==> config.mk <==
export PLATFORM = sky130hd
export DESIGN_NAME = snr_window_reporter
export DESIGN_NICKNAME = d
export VERILOG_FILES = /design/src/rtl/snr_window_reporter.sv
export SDC_FILE = /design/constraint.sdc
export NUM_CORES = 1
export LEC_CHECK = 0
export ABC_AREA = 0
export CORE_UTILIZATION = 35
export DETAILED_ROUTE_END_ITERATION = 6
export PLACE_DENSITY_LB_ADDON = 0.3
export SKIP_LAST_GASP = 1
export SLEW_MARGIN = 40
export SYNTH_ARGS = -nofsm -noshare
export SYNTH_HDL_FRONTEND = slang
export SYNTH_SLANG_ARGS = --single-unit
==> constraint.sdc <==
create_clock -name clk -period 3.65 [get_ports clk]
set_clock_uncertainty 0.1 [all_clocks]
set_input_delay 0.73 -clock clk [delete_from_list [all_inputs] [get_ports clk]]
set_output_delay 0.73 -clock clk [all_outputs]
set_load 0.02 [all_outputs]
==> src/rtl/snr_window_reporter.sv <==
// Windowed SNR reporter: accumulates 2^LOG2_WINDOW accepted SNR samples, then
// reports the floor average, the peak and a hysteresis "signal present" flag.
module snr_window_reporter #(
  parameter int SNR_WIDTH   = 16,
  parameter int LOG2_WINDOW = 10,
  parameter int HI_THRESH   = 20,
  parameter int LO_THRESH   = 12
) (
  input  logic                        clk,
  input  logic                        reset,
  input  logic signed [SNR_WIDTH-1:0] snr_db,
  input  logic                        snr_valid,
  output logic                        snr_ready,
  output logic signed [SNR_WIDTH-1:0] avg_snr_db,
  output logic signed [SNR_WIDTH-1:0] peak_snr_db,
  output logic                        signal_present,
  output logic                        report_valid,
  input  logic                        report_ready
);

  localparam int ACC_WIDTH = SNR_WIDTH + LOG2_WINDOW;
  localparam logic signed [SNR_WIDTH-1:0] PEAK_INIT = {1'b1, {(SNR_WIDTH-1){1'b0}}};
  localparam logic signed [SNR_WIDTH-1:0] HI_LEVEL  = SNR_WIDTH'(HI_THRESH);
  localparam logic signed [SNR_WIDTH-1:0] LO_LEVEL  = SNR_WIDTH'(LO_THRESH);

  typedef enum logic {ACCUM, REPORT} state_t;

  state_t                        state, state_next;
  logic signed [ACC_WIDTH-1:0]   acc, acc_sum;
  logic        [LOG2_WINDOW-1:0] count;
  logic signed [SNR_WIDTH-1:0]   peak, peak_new, avg_new;
  logic                          accept, last_sample, handshake;

  assign accept      = snr_valid & snr_ready;
  assign last_sample = accept && (count == '1);
  assign handshake   = report_valid & report_ready;

  assign acc_sum  = acc + {{LOG2_WINDOW{snr_db[SNR_WIDTH-1]}}, snr_db};
  assign peak_new = (snr_db > peak) ? snr_db : peak;
  // The accumulator is exactly SNR_WIDTH+LOG2_WINDOW wide, so an arithmetic
  // shift by LOG2_WINDOW truncated to SNR_WIDTH is simply its top bits.
  assign avg_new  = acc_sum[LOG2_WINDOW +: SNR_WIDTH];

  // NOTE: sequential state uses non-blocking assignments so every register
  // samples pre-edge values regardless of statement order.
  always_ff @(posedge clk) begin
    if (!reset) state <= ACCUM;
    else        state <= state_next;
  end

  always_comb begin
    state_next = state;
    case (state)
      ACCUM:   if (last_sample) state_next = REPORT;
      REPORT:  if (report_ready) state_next = ACCUM;
      default: state_next = ACCUM;
    endcase
  end

  // snr_ready is gated by reset so upstream never sees a ready during reset.
  always_comb begin
    snr_ready    = (state == ACCUM) && reset;
    report_valid = (state == REPORT);
  end

  always_ff @(posedge clk) begin
    if (!reset) begin
      acc            <= '0;
      count          <= '0;
      peak           <= PEAK_INIT;
      avg_snr_db     <= '0;
      peak_snr_db    <= '0;
      signal_present <= 1'b0;
    end else begin
      if (accept) begin
        acc   <= acc_sum;
        count <= count + LOG2_WINDOW'(1);
        peak  <= peak_new;
        if (last_sample) begin
          avg_snr_db  <= avg_new;
          peak_snr_db <= peak_new;
          if (avg_new >= HI_LEVEL)      signal_present <= 1'b1;
          else if (avg_new <= LO_LEVEL) signal_present <= 1'b0;
        end
      end
      if (handshake) begin
        acc   <= '0;
        count <= '0;
        peak  <= PEAK_INIT;
      end
    end
  end

endmodule

==> flow_metrics.tcl, run 1 <==
set metrics [dict create \
    clkTransAtPathRegs_ps 70 \
    grt_pass1_wl_mm 22.5 \
    num-fill-cells 1321 \
    fin_crit_sh_pct 95.8 \
    syn_nets 677 \
    finalNetCount 810 \
    antenna_found_initial 0 \
    final_cell_area_um2 6770 \
    synth-async-reset-ratio_pct 0 \
    syn-cell-area_um2 4980 \
    insertion_delay_ps 360 \
    syn_area_per_cell_um2 8.10 \
    vias 4884 \
    hp-class "flip-flop to flip-flop" \
    maxSlewHeadroom_pct 45.3 \
    worstPathMaxFanout 6 \
    core-area_um2 13900 \
    place_congestion 0.897 \
    worstPathArrival_ps 3640 \
    synth_cell_type_count 49 \
    finalSetupViolCount 0 \
    grt_max_degree 38 \
    cp-start-kind "input pin" \
    fin_total_pwr_mw 2.64 \
    netlist_instances 614 \
    cap_violations 0 \
    synth_edf_count 0 \
    clk_path_buf_depth 2 \
    place_area_um2 6350 \
    period_needed_ps 3500 \
    synth-seq-cells 86 \
    p_leak_nw 2.76 \
    critPathKind "input pin to flip-flop" \
    ys.flop_type "dfxtp_1" \
    fp.dieW_um 121 \
    endpoint_kind "flip-flop" \
    cts_root_buf "clkbuf_16" \
    whs_ps 356 \
    hold_viol 0 \
    grtUsageTotal_pct 19.6 \
    ios 55 \
    dr.pass1.iters 5 \
    grt_pass1_vias 4663 \
    cts_made_buffers 9 \
    insertedDiodeCount 0 \
    worstPathRequired_ps 3800 \
    worstHoldPathCells 2 \
    r2r_cells 12 \
    max_freq_ghz 0.286 \
    ant_nets 0 \
    die-area_um2 14700 \
    grt-ovfl-total 0 \
    dieHeight_um 121 \
    initial_core_util_pct 35.8 \
    power_density_nw_per_um2 390 \
    slew_viol_final 0 \
    yosysWarningCount 0 \
    cts_tree "done" \
    viasPerCell 5.24 \
    layout-drive-gt1-share_pct 17.7 \
    run_status "finished clean" \
    tns_ps 0 \
    htree_levels 3 \
    vdd_drop_max_mv 0.257 \
    synth_seq_area_share_pct 34.6 \
    drtIter0Drc 303 \
    ff2ff_setup_slack_ps 680 \
    fp-row-count 43 \
    worstMarginPinSlew_ps 819 \
    cts.sinks 86 \
    portBuffers 54 \
    avgRoutedWirePerCell_um 14.7 \
    finalWirelength_mm 13.7 \
    drc 0 \
    hpwl_mm 10.4 \
    area_delta_synth_final_pct 36.1 \
]
sequential cells by signal, summed over array words and instances, names as in the netlist:
signal,cells
report_valid,1
avg_snr_db,16
peak,16
acc,26
count,10
signal_present,1
peak_snr_db,16
report_power, final:
group	internal (mW)	total, mW	switching, mW
clock	0.575	0.987	0.412
combinational	0.320	0.662	0.342
sequential	0.970	0.990	0.0201
total	1.87	2.64	0.774
per-layer routing:
metal	global-route usage, %	vias to the layer above	part of all wire, %
li1	-	2450	-
met1	25.4	2298	47
met5	0	-	0
met4	7.64	0	1.8
met3	3.62	22	4.2
met2	32.2	114	47
cell families (layout without fill, tap and decap cells):
logic type	count (synthesis)	after routing	synth area share, %
buf+inv	54	192	4.20
simple gates	177	177	15.6
mux	18	18	3.82
flops	86	86	34.6
compound gates	206	206	25.5
xor+xnor	30	30	5.28
fa+ha+maj	43	43	11.0
Yosys cell counts (all sizes together) (5+ instances only):
| cell | count | area [um2] |
|---|---|---|
| mux2i | 16 | 160 |
| inv | 25 | 93.8 |
| a31oi | 5 | 31.3 |
| a21boi | 13 | 97.6 |
| o211ai | 9 | 72.6 |
| buf | 5 | 25.0 |
| and2 | 8 | 50.1 |
| a211oi | 10 | 85.1 |
| nor2 | 28 | 105 |
| clkbuf | 24 | 90.1 |
| xnor2 | 18 | 158 |
| dfxtp | 86 | 1720 |
| and3 | 7 | 45.1 |
| a21o | 12 | 90.1 |
| nand2 | 101 | 379 |
| nand4 | 9 | 56.3 |
| xor2 | 12 | 105 |
| o21ai | 55 | 275 |
| nor3 | 7 | 35.0 |
| ha | 42 | 526 |
| a21oi | 78 | 390 |
| nand3 | 5 | 25.0 |
what timing repair did:
action                     4_1_cts  5_1_grt
hold buffers                     0        0
resized for setup                2       12
setup buffers                    2        0
pin swaps                        3        4
setup endpoints to repair        1        1
per-stage QoR:
step / util, % / worst slack [ps] / cells
2_1_floorplan: - / 280 / 614
3_3_place_gp: 45.8 / -367 / 914
3_5_place_dp: 45.8 / -421 / 914
4_1_cts: 48.3 / 8.97 / 932
5_1_grt: 48.8 / -0.218 / 932
6_report: 48.8 / 152 / 932
worst paths after layout:
check                   end  startpoint
max reg2reg  signal_present      acc[0]
min reg2reg          acc[6]      acc[6]
max          signal_present   snr_db[9]
min                  acc[6]      acc[6]
worst max-delay path, stage by stage:
cell and delay (ps):
clkdlybuf4s50_1 460, ha_1 340, buf_4 170, and2_1 170, a221o_1 320, a32oi_2 290
a31oi_1 170, xnor2_1 260, nor4bb_1 300, nand4_1 140, o311a_1 310
cell usage in the layout, fill, tap and decap left out, types with 3 or more instances in the layout:
| master | synthesis | routed |
|---|---|---|
| a211oi_1 | 8 | 7 |
| nor2_1 | 28 | 27 |
| and2_1 | 8 | 8 |
| and3_1 | 6 | 6 |
| a21o_1 | 12 | 12 |
| nand2_1 | 101 | 101 |
| dfxtp_1 | 86 | 86 |
| ha_1 | 42 | 41 |
| a31oi_1 | 5 | 5 |
| a21oi_1 | 78 | 77 |
| o21ai_0 | 54 | 53 |
| o21a_1 | 4 | 4 |
| nand3_1 | 5 | 5 |
| mux2i_1 | 16 | 16 |
| nand4_1 | 9 | 9 |
| xnor2_1 | 18 | 18 |
| nor3_1 | 7 | 6 |
| buf_4 | 0 | 96 |
| o21bai_1 | 3 | 3 |
| a211oi_2 | 2 | 3 |
| clkbuf_16 | 0 | 9 |
| a41oi_2 | 0 | 3 |
| nor2b_1 | 4 | 4 |
| xor2_1 | 12 | 12 |
| a21boi_0 | 13 | 13 |
| inv_1 | 25 | 25 |
| o211ai_1 | 8 | 8 |
| or3_1 | 4 | 4 |
| clkdlybuf4s50_1 | 0 | 53 |
final cells by class:
cell class / instances / area, um2 / share of cell area (%)
repair buffers: 151 / 1280 / 19.0
clock inverters: 5 / 66.3 / 0.979
multi-input cells: 474 / 3130 / 46.2
inverters: 25 / 93.8 / 1.39
flip-flops and latches: 86 / 1720 / 25.4
clock buffers: 11 / 253 / 3.73
well taps: 180 / 225 / 3.33
(Power assumes the default switching activity.)
==> run 2: changes to the inputs <==
- SKIP_CTS_REPAIR_TIMING: default -> 1
==> run 2 against run 1 <==
Via count decreased by 0.66%; non-clock buffer count unchanged; fmax decreased by 1.2%; flip-flop and latch count unchanged; sequential power about the same; clock power about the same; global-route usage decreased by 0.14 points; register-to-register slack got worse by 150 ps; wire length increased by 0.30%; total power about the same; first-iteration DRC count decreased by 0.66%; critical path type unchanged; largest power group unchanged; highest routed layer unchanged.
==> flow_metrics.tcl, run 2 (synthesis results as in run 1) <==
set metrics [dict create \
    run_status "finished clean" \
    cts_tree "done" \
    dp_cells 914 \
    ios 55 \
    vdd_drop_max_mv 0.257 \
    fin_crit_sh_pct 97.0 \
    hold_start "acc[6]" \
    largest_reg_flops 26 \
    cts_root_buf "clkbuf_16" \
    htree_levels 3 \
    grt-ovfl-total 0 \
    worstPathMaxFanout 6 \
    grt_pass1_wl_mm 22.3 \
    final_cell_area_um2 6770 \
    r2r_start "acc[0]" \
    hold_viol 0 \
    grtUsageTotal_pct 19.5 \
    dieHeight_um 121 \
    slew_viol_final 0 \
    cp-start-kind "input pin" \
    critPathKind "input pin to flip-flop" \
    max_freq_ghz 0.282 \
    p_leak_nw 2.76 \
    hp-class "flip-flop to flip-flop" \
    r2r_end "signal_present" \
    path_cells "clkdlybuf4s50_1 > ha_1 > buf_4 > and2_1 > a221o_1 > a32oi_1 > nand2_1 > xnor2_1 > a21boi_0 > nor4bb_2 > nand4_1 > o311a_1" \
    slowest_stage "clkdlybuf4s50_1" \
    dr.pass1.iters 5 \
    die-area_um2 14700 \
    layout-drive-gt1-share_pct 18.0 \
    cts_made_buffers 9 \
    worstPathArrival_ps 3690 \
    finalSetupViolCount 0 \
    tns_ps 0 \
    finalWirelength_mm 13.8 \
    clkTransAtPathRegs_ps 70 \
    drc 0 \
    avgRoutedWirePerCell_um 14.8 \
    endpoint_kind "flip-flop" \
    ant_nets 0 \
    cts.sinks 86 \
    insertedDiodeCount 0 \
    viasPerCell 5.21 \
    fp.dieW_um 121 \
    slowest_delay_ps 470 \
    setup_slack_ps 110 \
    whs_ps 357 \
    final_common_cell "nand2_1" \
    fp-row-count 43 \
    place_ws_ps -421 \
    layoutNonFillerInstCount 932 \
    whs_endpoint "acc[6]" \
    grt_pass1_vias 4646 \
    core-area_um2 13900 \
    worst-path-buf-inv 2 \
    antenna_found_initial 0 \
    cap_violations 0 \
    cp_top_family "compound AO/OA/AOI/OAI gates" \
    area_delta_synth_final_pct 36.1 \
    layout_common_cells "101 x nand2_1, 96 x buf_4, 86 x dfxtp_1" \
    ff2ff_setup_slack_ps 530 \
    portBuffers 54 \
    place_area_um2 6350 \
    top_register "acc" \
    insertion_delay_ps 360 \
    worstPathRequired_ps 3800 \
    r2r_cells 11 \
    drtIter0Drc 301 \
    place_congestion 0.897 \
    maxSlewHeadroom_pct 43.4 \
    power_density_nw_per_um2 390 \
    worstMarginPinSlew_ps 847 \
    initial_core_util_pct 35.8 \
    finalNetCount 810 \
    num-fill-cells 1323 \
    grt_max_degree 38 \
    clk_path_buf_depth 2 \
    period_needed_ps 3540 \
    worstHoldPathCells 2 \
    vias 4852 \
    hpwl_mm 10.4 \
]
run 2: power breakdown:
| group | leakage, nW | internal, mW | switching [mW] |
|---|---|---|---|
| clock | 0.154 | 0.575 | 0.411 |
| sequential | 0.698 | 0.970 | 0.0201 |
| combinational | 1.91 | 0.321 | 0.342 |
| total | 2.76 | 1.87 | 0.773 |
run 2: cell type report:
cell class | instances | area [um2] | share of cell area [%]
clock buffers | 11 | 253 | 3.73
clock inverters | 5 | 66.3 | 0.979
inverters | 25 | 93.8 | 1.39
multi-input cells | 474 | 3130 | 46.2
flip-flops and latches | 86 | 1720 | 25.4
well taps | 180 | 225 | 3.33
repair buffers | 151 | 1290 | 19.0
run 2: per-layer routing:
layer | vias to the layer above | wire [um] | global-route usage [%]
met5 | - | 0 | 0
met4 | 0 | 251 | 7.64
met3 | 21 | 564 | 3.62
met2 | 104 | 6490 | 31.9
met1 | 2275 | 6440 | 25.2
li1 | 2452 | - | -
run 2: how the worst max path moves through the flow:
stage	cells after the start	endpoint	slack, ps	startpoint
floorplan	11	signal_present	280	snr_db[9]
global placement	12	signal_present	-370	snr_db[0]
detailed placement	12	signal_present	-420	snr_db[0]
CTS	12	signal_present	-80	snr_db[0]
global route	12	signal_present	-40	snr_db[15]
finish	12	signal_present	110	snr_db[9]
run 2: through the flow:
step / total power, mW / util [%]
3_3_place_gp: 1.63 / 45.8
4_1_cts: 2.63 / 48.1
6_report: 2.64 / 48.8
2_1_floorplan: 1.36 / -
3_5_place_dp: 1.64 / 45.8
5_1_grt: 2.77 / 48.8
run 2: tightest hold or removal path: stages (launching register included):
cell and delay (ps):
dfxtp_1 310, nand2_1 50, a21oi_1 50
==> run 3: changes to the inputs <==
- CTS_BUF_LIST: default -> sky130_fd_sc_hd__clkbuf_4 sky130_fd_sc_hd__clkbuf_8
- HOLD_SLACK_MARGIN: default -> 0.06
==> run 3 against run 2 <==
Total power is 9.6% lower; first-iteration DRC count is 0.66% lower; register-to-register slack better by 50 ps; sequential share of layout area increased by 0.56 points; core utilization shrank 1.1 points; flip-flop and latch count did not move; cell count unchanged.
==> flow_metrics.tcl, run 3 (synthesis results as in run 1) <==
set metrics [dict create \
    r2r_cells 11 \
    setup_slack_ps 88.8 \
    place_congestion 0.897 \
    die-area_um2 14700 \
    dp_cells 914 \
    tns_ps 0 \
    period_needed_ps 3560 \
    slowest_stage "clkdlybuf4s50_1" \
    fp-row-count 43 \
    slew_viol_final 0 \
    path_cells "clkdlybuf4s50_1 > ha_1 > nand4_1 > a2111o_1 > o221a_2 > o31ai_1 > xor2_1 > nor3_2 > nor4bb_2 > nand4_1 > o311a_1" \
    run_status "finished clean" \
    fp.dieW_um 121 \
    grtUsageTotal_pct 19.2 \
    worstMarginPinSlew_ps 860 \
    hold_viol 0 \
    p_leak_nw 2.70 \
    maxSlewHeadroom_pct 42.5 \
    core-area_um2 13900 \
    hold_start "acc[6]" \
    place_ws_ps -421 \
    pwr-share-seq_pct 41.5 \
    worstPathMaxFanout 2 \
    swShare_pct 30.9 \
    internal-power_mw 1.65 \
    portBuffers 54 \
    hp-class "flip-flop to flip-flop" \
    worstPathArrival_ps 3740 \
    avgRoutedWirePerCell_um 14.7 \
    grt-ovfl-total 0 \
    whs_ps 359 \
    p_comb_share_pct 27.4 \
    insertion_delay_ps 380 \
    largest_reg_flops 26 \
    power_density_nw_per_um2 360 \
    drtIter0Drc 299 \
    cts_tree "done" \
    antenna_found_initial 0 \
    switchingPower_mw 0.737 \
    whs_endpoint "acc[6]" \
    clk_path_buf_depth 2 \
    finalWirelength_mm 13.7 \
    area_delta_synth_final_pct 33.1 \
    cp_num_cells 11 \
    cts.sinks 86 \
    cts_root_buf "clkbuf_8" \
    endpoint_kind "flip-flop" \
    final_common_cell "nand2_1" \
    cts_made_buffers 9 \
    viasPerCell 5.22 \
    ff2ff_setup_slack_ps 580 \
    grt_pass1_wl_mm 22.1 \
    r2r_end "signal_present" \
    finalNetCount 810 \
    slowest_delay_ps 480 \
    vdd_drop_max_mv 0.184 \
    drc 0 \
    critPathKind "input pin to flip-flop" \
    fin_total_pwr_mw 2.39 \
    htree_levels 3 \
    vias 4861 \
    fin_crit_sh_pct 97.6 \
    max_freq_ghz 0.281 \
    cp_top_family "compound AO/OA/AOI/OAI gates" \
    path_common_cell "nand4_1" \
    top_register "acc" \
    cap_violations 0 \
    dr.pass1.iters 5 \
    initial_core_util_pct 35.8 \
    layout_common_cells "101 x nand2_1, 96 x buf_4, 86 x dfxtp_1" \
    final_util_pct 47.7 \
    place_area_um2 6350 \
    ios 55 \
    final_cell_area_um2 6630 \
    dieHeight_um 121 \
    worstPathRequired_ps 3830 \
    worst-path-buf-inv 1 \
    worstHoldPathCells 2 \
    layout-drive-gt1-share_pct 17.4 \
    ant_nets 0 \
    r2r_start "acc[0]" \
    clkPwrFrac_pct 31.1 \
    grt_max_degree 38 \
    clkTransAtPathRegs_ps 100 \
    cp-start-kind "input pin" \
    insertedDiodeCount 0 \
    hpwl_mm 10.4 \
    layoutNonFillerInstCount 932 \
    grt_pass1_vias 4653 \
    finalSetupViolCount 0 \
]
run 3: cell type report:
cell class,count,area [um2]
fill,1335,7260
clock inverter,5,66.3
timing repair buffer,151,1280
tap,180,225
multi-input combinational,474,3080
clock buffer,11,151
inverter,25,93.8
sequential,86,1720
run 3: how the worst max path moves through the flow:
stage,startpoint,end
finish,snr_db[9],signal_present
global route,snr_db[9],signal_present
detailed placement,snr_db[0],signal_present
global placement,snr_db[0],signal_present
CTS,snr_db[0],signal_present
floorplan,snr_db[9],signal_present
run 3: power by group through the flow:
stage	logic, mW	clock network, mW	registers, mW
6_report	0.654	0.741	0.990
4_1_cts	0.637	0.763	0.990
3_3_place_gp	0.623	0	1.01
5_1_grt	0.714	0.802	0.994
2_1_floorplan	0.356	0	1.01
3_5_place_dp	0.632	0	1.01
run 3: worst min-delay path: stages, from the launching register on:
cell and delay [ps]:
dfxtp_1 320, nand2_1 50, a21oi_1 50
run 3: routing by layer:
layer / vias up / wire length, um / global-route usage [%] / share of wire [%]
li1: 2446 / - / - / -
met1: 2306 / 6540 / 25.0 / 48
met2: 92 / 6420 / 31.5 / 47
met3: 17 / 446 / 2.96 / 3.3
met4: 0 / 245 / 8.02 / 1.8
met5: - / 0 / 0 / 0
